### config.mk
export PLATFORM = sky130hd
export DESIGN_NAME = dis_pal_stream_ctrl
export DESIGN_NICKNAME = d
export VERILOG_FILES = /design/src/rtl/dis_pal_stream_ctrl.sv
export SDC_FILE = /design/constraint.sdc
export NUM_CORES = 1
export LEC_CHECK = 0
export ABC_AREA = 1
export BUFFER_PORTS_ARGS = -buffer_cell sky130_fd_sc_hd__buf_2
export CORE_MARGIN = 2
export CORE_UTILIZATION = 59
export DETAILED_ROUTE_END_ITERATION = 16
export GPL_ROUTABILITY_DRIVEN = 0
export PLACE_DENSITY = 0.9
export SETUP_SLACK_MARGIN = 0.5
export SYNTH_ARGS = -nofsm -noshare
export SYNTH_HDL_FRONTEND = slang
export SYNTH_SLANG_ARGS = --single-unit
### constraint.sdc
create_clock -name vst_clk -period 4.9 [get_ports vst_clk]
set_clock_uncertainty 0.2 [all_clocks]
set_input_delay 0.49 -clock vst_clk [delete_from_list [all_inputs] [get_ports vst_clk]]
set_output_delay 0.49 -clock vst_clk [all_outputs]
set_load 0.005 [all_outputs]
### src/rtl/dis_pal_stream_ctrl.sv
// PAL display stream front end: gates video beats into the line FIFO, prefills before
// releasing the display side, and recovers on underflow or frame timeout.
module dis_pal_stream_ctrl #(
    parameter int                     DATA_WIDTH    = 10,
    parameter int                     USEDW_WIDTH   = 10,
    parameter logic [USEDW_WIDTH-1:0] PREFILL_LEVEL = 10'd512,
    parameter logic [USEDW_WIDTH-1:0] HIGH_WATER    = 10'd1000,
    parameter int                     ACLR_CYCLES   = 8,
    parameter logic [23:0]            FRAME_TIMEOUT = 24'd2_000_000
) (
    input  logic                   vst_clk,
    input  logic                   vst_rst_n,
    input  logic [DATA_WIDTH-1:0]  vst_data,
    input  logic                   vst_valid,
    input  logic                   vst_startofpacket,
    input  logic                   vst_endofpacket,
    output logic                   vst_ready,
    output logic [DATA_WIDTH-1:0]  fifo_data,
    output logic                   fifo_wrreq,
    input  logic [USEDW_WIDTH-1:0] fifo_usedw,
    output logic                   fifo_aclr,
    output logic                   dis_rst_n,
    output logic [2:0]             status_state,
    output logic [7:0]             err_cnt
);

    // state    | meaning
    // IDLE     | post-reset FIFO clear, input stalled
    // WAIT_SOP | drop beats until a start of frame arrives
    // PREFILL  | fill FIFO up to PREFILL_LEVEL, display held in reset
    // RUN      | display running, watching for underflow and frame timeout
    // RECOVER  | FIFO clear after a fault, input stalled
    typedef enum logic [2:0] {
        IDLE     = 3'd0,
        WAIT_SOP = 3'd1,
        PREFILL  = 3'd2,
        RUN      = 3'd3,
        RECOVER  = 3'd4
    } state_t;

    localparam int CW = (ACLR_CYCLES < 2) ? 1 : $clog2(ACLR_CYCLES + 1);
    localparam logic [CW-1:0] CLR_LOAD = CW'(ACLR_CYCLES);

    state_t          state;
    state_t          next_state;
    logic [CW-1:0]   clr_cnt;
    logic [23:0]     frame_tmr;
    logic            uf_q;
    logic            accepted;
    logic            sop_acc;
    logic            in_run;
    logic            in_clear;
    logic            usedw_zero;
    logic            underflow;
    logic            timeout;
    logic            clr_done;
    logic            unused_eop;

    assign unused_eop   = vst_endofpacket;
    assign status_state = state;
    assign fifo_data    = vst_data;
    assign in_run       = (state == RUN);
    assign in_clear     = (state == IDLE) || (state == RECOVER);
    assign usedw_zero   = (fifo_usedw == '0);
    assign accepted     = vst_valid & vst_ready;
    assign sop_acc      = accepted & vst_startofpacket;
    assign clr_done     = (clr_cnt <= CW'(1));

    always_comb begin
        vst_ready = 1'b0;
        case (state)
            WAIT_SOP:     vst_ready = 1'b1;
            PREFILL, RUN: vst_ready = (fifo_usedw < HIGH_WATER);
            default:      vst_ready = 1'b0;
        endcase
    end

    assign fifo_wrreq = accepted & ((state == PREFILL) | in_run |
                                    ((state == WAIT_SOP) & vst_startofpacket));

    // Underflow needs two empty, write-less cycles; uf_q remembers the first one.
    assign underflow = in_run & uf_q & usedw_zero & ~fifo_wrreq;
    assign timeout   = in_run & (frame_tmr == FRAME_TIMEOUT - 24'd1) & ~sop_acc;

    always_comb begin
        next_state = state;
        case (state)
            IDLE:     if (clr_done) next_state = WAIT_SOP;
            WAIT_SOP: if (sop_acc) next_state = PREFILL;
            PREFILL:  if (fifo_usedw >= PREFILL_LEVEL) next_state = RUN;
            RUN:      if (underflow || timeout) next_state = RECOVER;
            RECOVER:  if (clr_done) next_state = WAIT_SOP;
            default:  next_state = IDLE;
        endcase
    end

    always_ff @(posedge vst_clk or negedge vst_rst_n) begin
        if (!vst_rst_n) begin
            state     <= IDLE;
            clr_cnt   <= CLR_LOAD;
            frame_tmr <= 24'd0;
            err_cnt   <= 8'd0;
            fifo_aclr <= 1'b1;
            dis_rst_n <= 1'b0;
            uf_q      <= 1'b0;
        end else begin
            state <= next_state;

            if ((next_state == RECOVER && state != RECOVER) ||
                (next_state == IDLE && state != IDLE))
                clr_cnt <= CLR_LOAD;
            else if (in_clear && clr_cnt != '0)
                clr_cnt <= clr_cnt - CW'(1);

            if (!in_run || sop_acc)
                frame_tmr <= 24'd0;
            else
                frame_tmr <= frame_tmr + 24'd1;

            uf_q <= in_run & usedw_zero & ~fifo_wrreq;

            // Coincident underflow and timeout are a single RECOVER entry.
            if (in_run && (underflow || timeout) && err_cnt != 8'hFF)
                err_cnt <= err_cnt + 8'd1;

            fifo_aclr <= in_clear;
            dis_rst_n <= in_run;
        end
    end

endmodule
# [Word-level counts from Yosys, hierarchy flattened]
# Cells that the tools add are included.
# W data, S select, Z words.
[totals] wordCells=63 in_bits=25 register_bits=42 out_inout_bits=25
[classes] n_mux=9 reduce_logical=18 bitwise=15 n_eq_ne=8 n_addsub=3 n_lt_le_gt_ge=3
[op_table] cell="$add A24 B1 Y24 const B" count=1
[op_table] cell="$eq A24 B21 Y1 const B" count=1
[op_table] cell="$mux W24" count=1
[op_table] cell="$mux W3" count=4
[op_table] cell="$pmux W3 S4" count=1
[op_table] cell="$and A1 B1 Y1" count=11
[op_table] cell="$ge A10 B10 Y1 const B" count=1
[op_table] cell="$logic_not A10 Y1" count=1
[op_table] cell="$lt A10 B10 Y1 const B" count=1
[op_table] cell="$add A8 B1 Y8 const B" count=1
[op_table] cell="$mux W4" count=2
[op_table] cell="$ne A8 B8 Y1 const B" count=1
[op_table] cell="$eq A3 B2 Y1 const B" count=2
[op_table] cell="$eq A3 B3 Y1 const B" count=2
[op_table] cell="$logic_not A3 Y1" count=2
[op_table] cell="$logic_and A1 B1 Y1" count=5
[op_table] cell="$le A4 B1 Y1 const B" count=1
[op_table] cell="$logic_or A1 B1 Y1" count=4
[op_table] cell="$reduce_bool A4 Y1" count=1
[op_table] cell="$reduce_or A2 Y1" count=2
[op_table] cell="$sub A4 B1 Y4 const B" count=1
[op_table] cell="$eq A3 B1 Y1 const B" count=1
[op_table] cell="$ne A3 B3 Y1 const B" count=1
[op_table] cell="$reduce_bool A3 Y1" count=1
[op_table] cell="5 further kinds" count=7

# [Depth between registers and ports, before layout]
[logic_depth] word_depth=14 mapped_depth=12

# [Worst setup path before layout]
# No wires, ideal clock.
[synth_path] kind="input port to output port" start="input fifo_usedw[3]" end="output fifo_wrreq" path_slack_ns=3.163 path_stages=7 path_buffers=0 t_arrival_ns=1.047 path_cell_list="nor2_1 -> nor2_1 -> nand2_1 -> nand2_1 -> nand2_1 -> nand3_1 -> inv_1"
[synth_between] elab_chain_cells=4
[synth_lines] item="start, declared" line_no="20" text="input logic [USEDW_WIDTH-1:0] fifo_usedw,"
[synth_lines] item="$lt A10 B10 Y1" line_no="73" text="PREFILL, RUN: vst_ready = (fifo_usedw < HIGH_WATER);"
[synth_lines] item="$pmux W1 S2" line_no="71" text="case (state)"
[synth_lines] item="via vst_ready" line_no="17" text="output logic vst_ready,"
[synth_lines] item="$and A1 B1 Y1" line_no="65" text="assign accepted = vst_valid & vst_ready;"
[synth_lines] item="$and A1 B1 Y1" line_no="78" text="assign fifo_wrreq = accepted & ((state == PREFILL) | in_run |"
[synth_lines] item="end, declared" line_no="19" text="output logic fifo_wrreq,"
# The timed path passes the listed nets, and every way through them passes these cells.

# [Worst setup path in the final report]
[layout_path] start="register state[2], in the netlist status_state[2]" end="output fifo_wrreq"
[layout_between] elab_chain_cells=5
[layout_lines] item="start, declared" line_no="44" text="state_t state;"
[layout_lines] item="start signal, assigned" line_no="107" text="state <= next_state;"
[layout_lines] item="$eq A3 B2 Y1 (on tied branches)" line_no="62, 71, 78"
[layout_lines] item="$reduce_or A2 Y1" line_no="71"
[layout_lines] item="$pmux W1 S2" line_no="71"
[layout_lines] item="$and A1 B1 Y1" line_no="65"
[layout_lines] item="$and A1 B1 Y1 *" line_no="78"
# Every way passes the cells marked *; elsewhere a longest branch is shown, timed or not.

==> impl_metrics.py <==
metrics = {
    "outcome": {
        "status": "completed",
    },
    "placement": {
        "dp_cells": 390,
        "io_buffers": 28,
        "hpwl_mm": 3.55,
    },
    "clock_network": {
        "post_cts_resized": 0,
        "clockBufferDepth": 2,
        "root_buffer": "clkbuf_8",
        "cts_setup_buffers": 0,
        "htreeDepth": 2,
        "cts.sinks": 42,
        "clk_pin_slew_worst_paths_ns": 0.08,
        "clock_latency_ns": 0.30,
        "cts_buffers": 5,
        "cts-hold-fix-buffers": 0,
        "cts_tree": "done",
    },
    "timing": {
        "tns_ns": 0,
        "hold_ws_ns": 0.121,
        "fmax_mhz": 469,
        "maxSlewHeadroom_pct": 39.4,
        "rsz0062_at_grt": "false",
        "setup_viol": 0,
        "hold_viol_final": 0,
        "slew_violations": 0,
        "worst_pin_slew_ns": 0.910,
        "period_needed_ns": 2.13,
        "fin_crit_sh_pct": 43.6,
    },
    "min_path": {
        "hold_path_class": "in -> async",
    },
    "worst_setup_path": {
        "worst_setup_path_start_kind": "flip-flop",
        "crit_type": "reg -> out",
        "crit_required_ns": 4.21,
        "worst_ep_arrival_time_ns": 1.44,
        "cp-end-kind": "output pin",
        "worstPathMaxFanout": 5,
    },
    "global_routing": {
        "gr-total-overflow": 0,
        "grt_pass1_vias": 1971,
        "antenna_found_initial": 0,
        "track_usage_pct": 22.7,
        "grt_start_max_net_pins": 43,
        "grt_pass1_wl_mm": 8.02,
    },
    "die": {
        "design.core.area_mm2": 0.00403,
        "start_util_pct": 61.9,
        "die_h_um": 69.0,
        "dieWidth_um": 69.0,
        "die_area_mm2": 0.00476,
        "num_io_pins": 50,
        "row_count": 23,
    },
    "finish": {
        "layout-drive-gt1-share_pct": 15.2,
        "syn_to_final_growth_pct": 8.94,
        "fin_nets": 377,
        "layout_commonest_cell": "nand2_1",
        "instances_no_fill": 398,
        "mostFrequentLayoutCells": "69 x nand2_1, 56 x nor2_1, 41 x inv_1, 40 x dfrtp_1, 28 x buf_2",
        "diodes": 0,
    },
    "synthesis": {
        "ys.warnings.count": 0,
        "synth_edf_count": 0,
        "syn_avg_cell_area_um2": 7.67,
        "synth-async-reset-ratio_pct": 100,
        "ys_seq_elements": 42,
        "syn-num-nets": 355,
        "yosysUniqueCellTypes": 27,
        "ys_seq_area_share_pct": 42.3,
        "synth_ff_type": "dfrtp_1",
        "synth_area_mm2": 0.00249,
        "synth_cells": 325,
    },
    "routing": {
        "drt_iter0_markers": 107,
        "drt-total-wl_mm": 4.76,
        "drc": 0,
        "wl_per_cell_um": 11.9,
        "firstDrtPassIters": 4,
        "antenna_left": 0,
        "vias": 2087,
        "viasPerCell": 5.24,
    },
    "pwr": {
        "finalPower_uw": 825,
        "p_leak_uw": 0.00138,
        "p_per_area_mw_per_mm2": 304,
        "peakVddDrop_mv": 0.307,
    },
    "job": {
        "cap_violations": 0,
    },
}
-- worst paths after layout --
path / from / to / slack, ns / cells past startpoint
max: status_state[2] / fifo_wrreq / 2.77 / 8
max in group asynchronous: vst_rst_n / frame_tmr[16] / 3.81 / 1
max reg2reg: frame_tmr[0] / err_cnt[3] / 2.93 / 12
min reg2reg: frame_tmr[0] / frame_tmr[0] / 0.27 / 1
min: vst_rst_n / frame_tmr[4] / 0.12 / 1
min in group vst_clk: frame_tmr[0] / frame_tmr[0] / 0.27 / 1
-- synth_stat cells (3+ instances only) --
library cell	instances	share of area, %
nand4_1	7	1.8
nor3b_1	3	0.90
nand2_1	69	10
inv_2	3	0.45
nor3_2	3	1.2
o21ai_0	5	1.0
ha_1	5	2.5
buf_2	3	0.60
buf_4	10	3.0
nor3_1	14	2.8
nand3_1	26	5.2
xnor2_1	4	1.4
a21oi_1	6	1.2
dfrtp_1	40	40
inv_1	41	6.2
nor2_1	56	8.4
xor2_1	15	5.3
-- where the power goes --
part / total [uW] / switching [uW] / internal (uW)
Clock: 272 / 120 / 152
Sequential: 382 / 14.8 / 367
Combinational: 171 / 116 / 55.0
-- through the flow --
step | util [%] | worst slack, ns | cell area [um2]
6_report | 67.4 | 2.77 | 2720
5_1_grt | 67.4 | 2.62 | 2720
4_1_cts | 67.4 | 2.77 | 2720
3_5_place_dp | 64.7 | 2.78 | 2610
3_3_place_gp | 64.7 | 2.83 | 2610
2_1_floorplan | - | 3.16 | 2490
-- critical path, stage by stage, from the launching register on --
cell and delay, ns:
dfrtp_1 0.44, inv_1 0.09, nand3_1 0.11, inv_1 0.09, nand2_1 0.05, nand2_1 0.05, nand3_1 0.13, inv_1 0.08
buf_2 0.11
-- state kept, by name (all words and copies together) (netlist names) --
register      cells
status_state      3
dis_rst_n         1
uf_q              1
err_cnt           8
frame_tmr        24
clr_cnt           4
fifo_aclr         1
-- area by class of cell --
cell class / count / area (um2)
Clock buffer: 6 / 72.6
Clock inverter: 2 / 37.5
Fill cell: 337 / 1310
Inverter: 44 / 165
Multi-Input combinational cell: 226 / 1180
Sequential cell: 42 / 1050
Tap cell: 50 / 62.6
Timing Repair Buffer: 28 / 140
-- logic make-up (layout without fill, tap and decap cells) --
| family | Yosys count | after routing | share of synthesized area [%] |
|---|---|---|---|
| AO/OA/AOI/OAI | 12 | 12 | 2.46 |
| XOR/XNOR | 19 | 19 | 6.68 |
| adder cells (fa/ha/maj) | 5 | 5 | 2.51 |
| buffers and inverters | 57 | 80 | 10.2 |
| flip-flops | 42 | 42 | 42.3 |
| AND/OR/NAND/NOR | 190 | 190 | 35.8 |
-- metal layers --
layer	vias to the layer above	track usage [%]	routed length (um)
li1	1059	-	-
met1	981	27.6	2040
met2	42	39.5	2440
met3	5	5.36	232
met4	0	7.35	48
met5	-	0	0
Power figures use the tool's default switching activity.
